<file path="src/rtl/bus_uart_pkg.sv">
// Shared definitions for the memory-mapped UART transmitter:
// register offsets, STATUS bit positions and serializer states.
package bus_uart_pkg;

    localparam logic [3:0] REG_DATA   = 4'h0;
    localparam logic [3:0] REG_STATUS = 4'h4;
    localparam logic [3:0] REG_DIV    = 4'h8;
    localparam logic [3:0] REG_CTRL   = 4'hC;

    localparam int ST_FULL  = 0;
    localparam int ST_EMPTY = 1;
    localparam int ST_BUSY  = 2;
    localparam int ST_OVF   = 3;
    localparam int ST_CNT   = 4;

    typedef enum logic [1:0] {
        S_IDLE,
        S_START,
        S_DATA,
        S_STOP
    } tx_state_t;

endpackage

</file>
<file path="src/rtl/bus_uart_tx_sync_fifo.sv">
// Synchronous FIFO with occupancy count; a push while full is
// accepted only when a pop happens in the same cycle.
module sync_fifo #(
    parameter int WIDTH = 8,
    parameter int DEPTH = 8,
    localparam int AW = $clog2(DEPTH),
    localparam int CW = AW + 1
) (
    input  logic             clock,
    input  logic             reset,
    input  logic             push,
    input  logic [WIDTH-1:0] push_data,
    input  logic             pop,
    output logic [WIDTH-1:0] pop_data,
    output logic             full,
    output logic             empty,
    output logic [CW-1:0]    count
);

    logic [WIDTH-1:0] mem [DEPTH];
    logic [AW-1:0]    wr_ptr;
    logic [AW-1:0]    rd_ptr;
    logic             do_push;
    logic             do_pop;

    assign full     = count == CW'(DEPTH);
    assign empty    = count == '0;
    assign pop_data = mem[rd_ptr];
    assign do_pop   = pop && !empty;
    assign do_push  = push && (!full || do_pop);

    always_ff @(posedge clock or posedge reset) begin
        if (reset) begin
            wr_ptr <= '0;
            rd_ptr <= '0;
            count  <= '0;
        end else begin
            if (do_push) wr_ptr <= wr_ptr + AW'(1);
            if (do_pop)  rd_ptr <= rd_ptr + AW'(1);
            count <= count + CW'(do_push) - CW'(do_pop);
        end
    end

    always_ff @(posedge clock) begin
        if (do_push) mem[wr_ptr] <= push_data;
    end

endmodule

</file>
<file path="src/rtl/bus_uart_tx.sv">
// Bus-attached 8N1 UART transmitter: register decode, TX FIFO
// and baud-rate serializer.
module bus_uart_tx
    import bus_uart_pkg::*;
#(
    parameter logic [31:0] BASE_ADDR   = 32'h1000_0000,
    parameter int          FIFO_DEPTH  = 8,
    parameter logic [15:0] DEFAULT_DIV = 16'd434
) (
    input  logic        clock,
    input  logic        reset,
    input  logic [31:0] bus_address,
    input  logic [31:0] bus_write_data,
    input  logic        bus_write,
    input  logic        bus_read,
    output logic [31:0] bus_read_data,
    output logic        hit,
    output logic        tx,
    output logic        irq
);

    localparam int CW = $clog2(FIFO_DEPTH) + 1;

    logic [15:0]   div;
    logic          irq_en;
    logic          overflow;
    tx_state_t     state;
    logic [7:0]    shift;
    logic [2:0]    bit_idx;
    logic [15:0]   baud_cnt;
    logic [15:0]   bit_len;
    logic [3:0]    reg_off;
    logic          wr_en;
    logic          push;
    logic          busy;
    logic          fifo_pop;
    logic          fifo_full;
    logic          fifo_empty;
    logic [7:0]    fifo_head;
    logic [CW-1:0] fifo_count;
    logic [31:0]   status;
    logic          bus_unused;

    assign hit     = bus_address[31:4] == BASE_ADDR[31:4];
    assign reg_off = {bus_address[3:2], 2'b00};
    assign wr_en   = hit && bus_write;
    assign push    = wr_en && (reg_off == REG_DATA);
    assign busy    = state != S_IDLE;
    assign bit_len = (div == 16'd0) ? 16'd0 : div - 16'd1;

    assign bus_unused = ^{bus_address[1:0], bus_write_data[31:16]};

    // Pop on leaving IDLE, or at the end of a stop bit for back-to-back frames.
    assign fifo_pop = !fifo_empty &&
        ((state == S_IDLE) || (state == S_STOP && baud_cnt == 16'd0));

    sync_fifo #(
        .WIDTH (8),
        .DEPTH (FIFO_DEPTH)
    ) u_fifo (
        .clock     (clock),
        .reset     (reset),
        .push      (push),
        .push_data (bus_write_data[7:0]),
        .pop       (fifo_pop),
        .pop_data  (fifo_head),
        .full      (fifo_full),
        .empty     (fifo_empty),
        .count     (fifo_count)
    );

    always_comb begin
        status               = '0;
        status[ST_FULL]      = fifo_full;
        status[ST_EMPTY]     = fifo_empty;
        status[ST_BUSY]      = busy;
        status[ST_OVF]       = overflow;
        status[ST_CNT +: 4]  = 4'(fifo_count);
    end

    always_comb begin
        bus_read_data = '0;
        if (hit && bus_read) begin
            unique case (reg_off)
                REG_DATA:   bus_read_data = '0;
                REG_STATUS: bus_read_data = status;
                REG_DIV:    bus_read_data = {16'h0, div};
                REG_CTRL:   bus_read_data = {31'h0, irq_en};
                default:    bus_read_data = '0;
            endcase
        end
    end

    always_ff @(posedge clock or posedge reset) begin
        if (reset) begin
            div      <= DEFAULT_DIV;
            irq_en   <= 1'b0;
            overflow <= 1'b0;
            irq      <= 1'b0;
        end else begin
            irq <= irq_en && fifo_empty && !busy;
            if (push && fifo_full && !fifo_pop)
                overflow <= 1'b1;
            else if (wr_en && reg_off == REG_STATUS && bus_write_data[ST_OVF])
                overflow <= 1'b0;
            if (wr_en && reg_off == REG_DIV)
                div <= bus_write_data[15:0];
            if (wr_en && reg_off == REG_CTRL)
                irq_en <= bus_write_data[0];
        end
    end

    always_ff @(posedge clock or posedge reset) begin
        if (reset) begin
            state    <= S_IDLE;
            tx       <= 1'b1;
            shift    <= '0;
            bit_idx  <= '0;
            baud_cnt <= '0;
        end else begin
            unique case (state)
                S_IDLE: begin
                    tx <= 1'b1;
                    if (fifo_pop) begin
                        shift    <= fifo_head;
                        baud_cnt <= bit_len;
                        tx       <= 1'b0;
                        state    <= S_START;
                    end
                end
                S_START: begin
                    if (baud_cnt != 16'd0) begin
                        baud_cnt <= baud_cnt - 16'd1;
                    end else begin
                        bit_idx  <= '0;
                        baud_cnt <= bit_len;
                        tx       <= shift[0];
                        state    <= S_DATA;
                    end
                end
                S_DATA: begin
                    if (baud_cnt != 16'd0) begin
                        baud_cnt <= baud_cnt - 16'd1;
                    end else begin
                        baud_cnt <= bit_len;
                        if (bit_idx == 3'd7) begin
                            tx    <= 1'b1;
                            state <= S_STOP;
                        end else begin
                            shift   <= {1'b0, shift[7:1]};
                            bit_idx <= bit_idx + 3'd1;
                            tx      <= shift[1];
                        end
                    end
                end
                S_STOP: begin
                    if (baud_cnt != 16'd0) begin
                        baud_cnt <= baud_cnt - 16'd1;
                    end else if (fifo_pop) begin
                        shift    <= fifo_head;
                        baud_cnt <= bit_len;
                        tx       <= 1'b0;
                        state    <= S_START;
                    end else begin
                        tx    <= 1'b1;
                        state <= S_IDLE;
                    end
                end
            endcase
        end
    end

endmodule
</file>
<file path="config.mk">
export PLATFORM = sky130hd
export DESIGN_NAME = bus_uart_tx
export DESIGN_NICKNAME = d
export VERILOG_FILES = /design/src/rtl/bus_uart_pkg.sv /design/src/rtl/bus_uart_tx_sync_fifo.sv /design/src/rtl/bus_uart_tx.sv
export SDC_FILE = /design/constraint.sdc
export NUM_CORES = 1
export LEC_CHECK = 0
export CORE_MARGIN = 4
export CORE_UTILIZATION = 40
export DETAILED_ROUTE_END_ITERATION = 10
export GPL_TIMING_DRIVEN = 0
export SYNTH_ARGS = -nofsm -noshare
export SYNTH_HDL_FRONTEND = slang
export SYNTH_SLANG_ARGS = --single-unit
</file>
<file path="constraint.sdc">
create_clock -name clock -period 6.4 [get_ports clock]
set_clock_uncertainty 0.15 [all_clocks]
set_input_delay 1.28 -clock clock [delete_from_list [all_inputs] [get_ports clock]]
set_output_delay 1.28 -clock clock [all_outputs]
set_load 0.05 [all_outputs]
</file>
==> results.toml, run 1 <==
[critical_path]
required_ns = 4.97
cpPeakStageDelay_ns = 0.80
cp_top_family = "simple AND/OR/NAND/NOR gates"
cp_num_buf_inv = 2
slowest_stage = "clkdlybuf4s50_1"
start_kind = "primary input"
cp.arrival_ns = 4.01
critPathKind = "in2out"
timing.rr.end = "u_fifo.mem[2][4]"
end_kind = "output port"
critical_path_depth = 8
timing.rr.start = "baud_cnt[3]"
cp_max_fo = 9
rr_worst_depth = 7
r2r_setup_slack_ns = 2.48
crit_chain = "clkdlybuf4s50_1 > nor4_1 > nand4_1 > nor2_1 > nand2_1 > nor2_1 > and2_1 > clkdlybuf4s50_1"

[sta]
period_share_pct = 84.96
tightest_slew_ns = 0.9891
setup_violations = 0
fin_crit_ns = 5.437
slew_viol_final = 0
slew_headroom_pct = 33.51
rsz0062_at_grt = "false"
clock.fmax_mhz = 183.9
setup_tns_ns = 0
hold_viol = 0
worst_slack_ns = 0.9627
timing.hold.ws_ns = 0.3417

[final_layout]
final_nets = 762
fin_util_pct = 51.30
final_area_mm2 = 0.008208
final.fill_count = 1440
seqCellArea_mm2 = 0.003406
drive_above_1_share_pct = 16.13
layout_common_cells = "clkdlybuf4s50_1, edfxtp_1, dfrtp_1, nor2_1, nand2_1"
multi_input_area_mm2 = 0.002943
final_common_cell = "clkdlybuf4s50_1"
antennaDiodeCount = 0
syn_to_final_growth_pct = 24.62
fin_cells = 904

[synth]
synth_edf_count = 64
async_flop_share_pct = 47.97
ys_types = 67
syn_area_mm2 = 0.006586
synth-main-ff-cell = "edfxtp_1"
ys_seq_elements = 123
yosysSeqAreaShare_pct = 51.71
synth_cells = 573
netlist.area_leader.share_pct = 29.18
netlist_top_cells_area = "edfxtp_1, dfrtp_1, mux4_2"
postSynthAreaPerCell_um2 = 11.49
yosys_warnings = 0
synth_top_area_cell = "edfxtp_1"

[power]
clockPowerShare_pct = 35.3
p_switching_mw = 0.9835
power_mw = 2.714
p_leak_nw = 3.219
power_frac_comb_pct = 31.5
swShare_pct = 36.23
p_per_area_mw_per_mm2 = 330.7
p_int_mw = 1.731
peakVddDrop_mv = 0.1874
p_seq_share_pct = 33.3

[place]
dp_slack_ns = 0.9438
placed_cells = 872
numPortBuffers = 67
placed_cell_area_mm2 = 0.007604
hpwl_um = 11510
place_congestion = 0.8783

[floorplanning]
die_y_um = 136.3
io_pins = 103
die-area_mm2 = 0.01858
coreArea_mm2 = 0.01600
die_w_um = 136.3
row_count = 46
initial_core_util_pct = 41.16

[hold_path]
hold_start = "tx"
hold_path_class = "reg2reg"
hold_path_end = "tx"
hold_path_depth = 2

[cts]
cts_max_level = 4
cts_setup_buffers = 0
clock-root-buffer = "clkbuf_16"
path_clk_slew_ns = 0.06
cts_resized = 0
clkLatencyLatePin_ns = 0.43
clockBufferDepth = 2
clock_sinks = 123
numCtsBuffers = 17
holdBufCountCts = 0
cts_tree = "done"

[route]
drt_iter0_markers = 417
routedWlPerCell_um = 17.48
routed_wl_um = 15800
remaining_drc_errors = 0
vias = 4931
drt-pass1-iter-count = 5
drtAntennaViolNets = 0
via_per_inst = 5.455

[grt]
grt_pass1_wl_um = 25420
grt-ovfl-total = 0
grt_max_degree = 40
grt_usage_pct = 17.84
antenna_found_initial = 0
grt_pass1_vias = 4936

[status]
status = "complete, no violations"

[job]
maxCapViolations = 0
[cell families after synthesis]
group | share of synthesized area, %
adder cells (fa/ha/maj) | 3.723
multiplexers | 11.85
buffers and inverters | 4.616
flip-flops | 51.71
other | 0.05694
XOR/XNOR | 2.660
AND/OR/NAND/NOR | 14.10
AO/OA/AOI/OAI | 11.28
[routing by layer]
layer | track usage (%) | vias to the layer above | wire length (um)
li1 | - | 2304 | -
met1 | 23.37 | 2432 | 6886
met2 | 29.11 | 171 | 7754
met3 | 4.219 | 24 | 901
met4 | 6.271 | 0 | 261
met5 | 0 | - | 0
[cells in the mapped netlist, types with 3 or more instances]
cell type  count
a211o_1        3
a211oi_1       3
a21oi_1       23
a22oi_1       12
a31oi_1        4
and2_1         9
buf_1          4
buf_2          3
buf_4         16
clkbuf_1      20
dfrtp_1       53
dfstp_2        6
edfxtp_1      64
ha_1          18
inv_1         21
mux2_2        15
mux2_4         8
mux2i_1       12
mux4_2        16
nand2_1       44
nand2b_1       6
nand3_1       14
nand4_1        5
nor2_1        49
nor2b_1        4
nor3_1        15
nor4_1        10
o211ai_1       3
o21a_1         3
o21ai_0       34
o22ai_1        4
o31a_1         3
o31ai_1        3
or3_1          5
xnor2_1       12
xor2_1         8
[flip-flops by register name (all words and copies together), names as in the netlist]
name and count:
u_fifo.mem 64, u_fifo.wr_ptr 3, u_fifo.count 4, irq_en 1
state 2, div 16, u_fifo.rd_ptr 3, baud_cnt 16
overflow 1, irq 1, tx 1, bit_idx 3
shift 8
[how the worst max path moves through the flow]
stage | startpoint | to
2_1_floorplan | bus_address[6] | bus_read_data[10]
3_3_place_gp | bus_address[13] | bus_read_data[9]
3_5_place_dp | bus_address[13] | bus_read_data[9]
4_1_cts | bus_address[13] | bus_read_data[9]
5_1_grt | bus_address[13] | bus_read_data[9]
6_report | bus_address[17] | bus_read_data[9]
[final cells by class]
type	instances	share of cell area, %
Inverter	21	0.9604
Timing Repair Buffer	68	8.415
Buffer	43	2.744
Multi-Input combinational cell	401	35.85
Sequential cell	123	41.49
Tap cell	216	3.293
Clock inverter	15	2.058
Clock buffer	17	5.183
[worst reg2reg max path, cell delays in order (launching register included)]
cell and delay, ns:
dfrtp_1 0.42, or3_1 0.38, clkbuf_1 0.20, nor4b_4 0.76, a211oi_1 0.35, nor4_4 0.37
nand2b_1 0.20, nor2_1 0.71
[power by group through the flow]
stage | clock [mW] | combinational, mW | sequential [mW]
3_5_place_dp | 0 | 0.849 | 0.917
6_report | 0.958 | 0.854 | 0.903
2_1_floorplan | 0 | 0.615 | 0.923
3_3_place_gp | 0 | 0.833 | 0.915
5_1_grt | 1.01 | 0.948 | 0.907
4_1_cts | 0.969 | 0.851 | 0.903
(Power assumes the default switching activity.)
==> inputs of run 2 (changes only) <==
==> constraint.sdc (replaced) <==
create_clock -name clock -period 4.95 [get_ports clock]
set_clock_uncertainty 0.15 [all_clocks]
set_input_delay 0.99 -clock clock [delete_from_list [all_inputs] [get_ports clock]]
set_output_delay 0.99 -clock clock [all_outputs]
set_load 0.05 [all_outputs]
==> run 2 against run 1 <==
Sequential power up 30%. Largest cell class unchanged. Sequential share of layout area about the same. Final cell count unchanged. Global-route usage unchanged. Via count down 0.30%. Final area about the same.
==> results.toml, run 2 (synthesis gave the netlist of run 1 again) <==
[critical_path]
start_kind = "primary input"
cp_max_fo = 9
end_kind = "output port"
cp.arrival_ns = 3.58
cp_num_buf_inv = 2
crit_chain = "clkdlybuf4s50_1 > nor4_1 > nand4_1 > nor2_1 > nand2_1 > nor2_2 > and2_1 > clkdlybuf4s50_1"
critPathKind = "in2out"
cp_top_family = "simple AND/OR/NAND/NOR gates"
required_ns = 3.81
r2r_setup_slack_ns = 1.03
slowest_stage = "clkdlybuf4s50_1"
cpPeakStageDelay_ns = 0.80
cpMostUsedCell = "clkdlybuf4s50_1"

[route]
via_per_inst = 5.438
remaining_drc_errors = 0
drt_iter0_markers = 422
drtAntennaViolNets = 0
vias = 4916
routed_wl_um = 15840
routedWlPerCell_um = 17.52
drt-pass1-iter-count = 5

[floorplanning]
die-area_mm2 = 0.01858
row_count = 46
coreArea_mm2 = 0.01600
initial_core_util_pct = 41.16
io_pins = 103
die_y_um = 136.3
die_w_um = 136.3

[sta]
worst_slack_ns = 0.2302
period_share_pct = 95.35
slew_viol_final = 0
clock.fmax_mhz = 211.9
setup_violations = 0
hold_viol = 0
rsz0062_at_grt = "false"
slew_headroom_pct = 34.10
setup_tns_ns = 0
tightest_slew_ns = 0.9803
fin_crit_ns = 4.720

[power]
clockPowerShare_pct = 35.3
power_mw = 3.509
p_switching_mw = 1.271
p_per_area_mw_per_mm2 = 427.1
peakVddDrop_mv = 0.2415
p_int_mw = 2.238
p_leak_nw = 3.256
p_seq_share_pct = 33.3
power_frac_comb_pct = 31.4
swShare_pct = 36.22

[cts]
clock-root-buffer = "clkbuf_16"
clkLatencyLatePin_ns = 0.43
numCtsBuffers = 17
cts_max_level = 4
cts_tree = "done"
path_clk_slew_ns = 0.06
clockBufferDepth = 2
clock_sinks = 123

[place]
hpwl_um = 11510
place_congestion = 0.8783
placed_cell_area_mm2 = 0.007604
dp_slack_ns = 0.07383
numPortBuffers = 67

[final_layout]
final_nets = 762
reg_top3 = "u_fifo.mem (64), baud_cnt (16), div (16)"
syn_to_final_growth_pct = 24.73
final_area_mm2 = 0.008215
fin_util_pct = 51.35
largest-register = "u_fifo.mem"
layout_common_cells = "clkdlybuf4s50_1, edfxtp_1, dfrtp_1, nor2_1, nand2_1"
antennaDiodeCount = 0
final_common_cell = "clkdlybuf4s50_1"
drive_above_1_share_pct = 16.28
largest_reg_flops = 64

[job]
maxCapViolations = 0

[hold_path]
hold_path_class = "reg2reg"

[grt]
grt_max_degree = 40
antenna_found_initial = 0
grt_pass1_wl_um = 25420
grt_usage_pct = 17.84
grt_pass1_vias = 4936
grt-ovfl-total = 0

[status]
status = "complete, no violations"
## run 2: final timing paths
check | to | cells past startpoint | startpoint
min in group asynchronous | bit_idx[1] | 2 | reset
worst min register to register | tx | 2 | tx
worst max register to register | u_fifo.mem[2][6] | 7 | baud_cnt[3]
max in group asynchronous | div[7] | 3 | reset
worst max-delay path | bus_read_data[15] | 8 | bus_address[17]
worst min-delay path | tx | 2 | tx
## run 2: cell type report
class	instances	area (um^2)
Inverter	21	78.83
Tap cell	216	270.3
Fill cell	1438	7785
Sequential cell	123	3406
Clock inverter	15	168.9
Multi-Input combinational cell	401	2945
Timing Repair Buffer	68	695.7
Clock buffer	17	425.4
Buffer	43	225.2
## run 2: through the flow
stage                     instances  hold WS [ns]
after floorplan                 588        0.3263
after global placement          871        0.3319
after detailed placement        872        0.3312
after CTS                       904        0.3463
after global routing            904        0.3582
final                           904        0.3417
## run 2: what timing repair did
item,CTS,global route
gates resized for setup,0,3
hold buffers,0,0
buffers inserted,0,0
setup endpoints to repair,0,8
## run 2: metal layers
layer  vias up  GRT usage [%]  part of all wire (%)
met4         0          6.271                   1.6
met5         -              0                     0
met3        22          4.219                   6.1
met2       171          29.11                    49
met1      2420          23.37                    43
li1       2303              -                     -
## run 2: worst reg2reg max path, stage by stage, from the launching register on
cell and delay [ns]:
dfrtp_1 0.42, or3_1 0.38, clkbuf_1 0.20, nor4b_4 0.77, a211oi_1 0.35, nor4_4 0.37
nand2b_1 0.20, nor2_1 0.71
## run 2: power groups by stage
| stage | Sequential, mW | Combinational, mW | Clock [mW] |
|---|---|---|---|
| CTS | 1.17 | 1.10 | 1.25 |
| finish | 1.17 | 1.10 | 1.24 |
| detailed placement | 1.19 | 1.10 | 0 |
| global route | 1.17 | 1.23 | 1.31 |
| floorplan | 1.19 | 0.795 | 0 |
| global placement | 1.18 | 1.08 | 0 |
==> inputs of run 3 (changes only) <==
--- a/config.mk
+++ b/config.mk
@@ -9,6 +9,7 @@
 export CORE_UTILIZATION = 40
 export DETAILED_ROUTE_END_ITERATION = 10
 export GPL_TIMING_DRIVEN = 0
+export SLEW_MARGIN = 20
 export SYNTH_ARGS = -nofsm -noshare
 export SYNTH_HDL_FRONTEND = slang
 export SYNTH_SLANG_ARGS = --single-unit
==> constraint.sdc (replaced) <==
create_clock -name clock -period 4.95 [get_ports clock]
set_clock_uncertainty 0.15 [all_clocks]
set_input_delay 0.495 -clock clock [delete_from_list [all_inputs] [get_ports clock]]
set_output_delay 0.495 -clock clock [all_outputs]
set_load 0.05 [all_outputs]
==> run 3 against run 2 <==
First-iteration DRC count fell by 2.1%. Largest cell class unchanged. Sequential share of layout area shrank 0.18 points. Count of clock-buffer cells in the layout unchanged. Worst setup slack better by 0.85 ns. Critical path depth increased by 4. Highest routed layer unchanged.
==> results.toml, run 3 (synthesis gave the netlist of run 1 again) <==
[status]
status = "complete, no violations"

[final_layout]
drive_above_1_share_pct = 16.01
reg_top3 = "u_fifo.mem (64), baud_cnt (16), div (16)"
largest-register = "u_fifo.mem"
syn_to_final_growth_pct = 25.27
final_nets = 762
layout_common_cells = "clkdlybuf4s50_1, edfxtp_1, dfrtp_1, nor2_1, nand2_1"
largest_reg_flops = 64
final_common_cell = "clkdlybuf4s50_1"
antennaDiodeCount = 0
fin_cells = 903

[floorplanning]
die_w_um = 136.3
coreArea_mm2 = 0.01600
initial_core_util_pct = 41.16
row_count = 46
io_pins = 103
die_y_um = 136.3
die-area_mm2 = 0.01858

[critical_path]
cp_max_fo = 10
start_kind = "flop"
rr_worst_depth = 12
r2r_setup_slack_ns = 1.08
cp.arrival_ns = 4.06
timing.rr.start = "baud_cnt[3]"
required_ns = 5.14
critPathKind = "reg2reg"
timing.rr.end = "u_fifo.count[3]"
end_kind = "flop"

[place]
numPortBuffers = 67
dp_slack_ns = 1.068
hpwl_um = 11440
placed_cells = 872
place_congestion = 0.8783

[grt]
grt_pass1_vias = 4836
grt-ovfl-total = 0
grt_pass1_wl_um = 25230
grt_usage_pct = 17.80
antenna_found_initial = 0
grt_max_degree = 40

[cts]
clkLatencyLatePin_ns = 0.42
cts_setup_buffers = 0
cts_resized = 0
clock-root-buffer = "clkbuf_16"
clockBufferDepth = 2
clock_sinks = 123
cts_max_level = 4
path_clk_slew_ns = 0.06
numCtsBuffers = 17
holdBufCountCts = 0
cts_tree = "done"

[route]
remaining_drc_errors = 0
vias = 4895
drtAntennaViolNets = 0
routedWlPerCell_um = 17.31
via_per_inst = 5.421
drt_iter0_markers = 413
routed_wl_um = 15630
drt-pass1-iter-count = 5

[hold_path]
hold_path_class = "in2async"

[sta]
timing.hold.ws_ns = 0.2302
setup_violations = 0
clock.fmax_mhz = 258.3
setup_tns_ns = 0
slew_headroom_pct = 37.10
slew_viol_final = 0
tightest_slew_ns = 0.9349
worst_slack_ns = 1.078
hold_viol = 0
fin_crit_ns = 3.872
period_share_pct = 78.22
rsz0062_at_grt = "false"

[power]
clockPowerShare_pct = 37.2
p_leak_nw = 3.233
swShare_pct = 33.21
p_switching_mw = 1.199
peakVddDrop_mv = 0.2600
power_frac_comb_pct = 30.5
p_seq_share_pct = 32.3
p_per_area_mw_per_mm2 = 437.6
power_mw = 3.610
p_int_mw = 2.411

[job]
maxCapViolations = 0
==> run 3: cell types whose count changed in the layout (fill, tap and decap cells not counted) <==
cell,previous run,this run
inv_2,1,0
inv_8,6,1
dlymetal6s2s_1,2,0
clkinv_8,3,0
inv_4,0,1
clkinv_4,1,2
inv_6,5,6
nor2_1,48,49
bufinv_16,0,4
nor2_2,1,0
clkinvlp_4,0,1
clkdlybuf4s50_1,65,67
==> run 3: how the worst max path moves through the flow <==
stage / start / to / slack [ns] / cells past startpoint
final: baud_cnt[3] / u_fifo.count[3] / 1.08 / 12
after global routing: baud_cnt[3] / u_fifo.mem[2][6] / 0.79 / 7
after CTS: baud_cnt[3] / u_fifo.mem[2][6] / 1.05 / 7
after detailed placement: baud_cnt[3] / u_fifo.mem[2][6] / 1.07 / 7
after global placement: baud_cnt[3] / u_fifo.mem[1][6] / 0.75 / 7
after floorplan: bus_address[6] / bus_read_data[10] / 1.60 / 6
==> run 3: layer usage <==
metal	GRT usage [%]	up-vias	wire length, um
met5	0	-	0
li1	-	2309	-
met2	28.56	165	7535
met1	23.51	2398	6811
met3	4.922	23	1041
met4	5.711	0	241
==> run 3: cell type report <==
class	count	area, um^2
timing repair buffer	68	690.7
buffer	43	225.2
sequential	123	3406
multi-input combinational	401	2943
tap	216	270.3
fill	1406	7750
inverter	21	81.33
clock inverter	14	209.0
clock buffer	17	425.4
==> run 3: metrics by stage <==
step           util [%]  area [um^2]
3_3_place_gp      47.40         7584
2_1_floorplan         -         6643
5_1_grt           51.56         8250
6_report          51.56         8250
3_5_place_dp      47.60         7616
4_1_cts           51.56         8250
==> run 3: power by group through the flow <==
stage	logic, mW	clock network (mW)	registers [mW]
CTS	1.10	1.36	1.17
global placement	1.08	0	1.18
floorplan	0.795	0	1.19
global route	1.23	1.42	1.17
finish	1.10	1.34	1.17
detailed placement	1.09	0	1.19
==> run 3: critical path, cell delays in order (launching register included) <==
cell	delay [ns]
dfrtp_1	0.42
or3_1	0.38
clkbuf_1	0.20
nor4b_4	0.76
a21oi_2	0.23
inv_1	0.25
buf_2	0.30
ha_1	0.25
inv_1	0.06
ha_1	0.27
a21o_1	0.17
a21oi_1	0.16
xor2_1	0.18
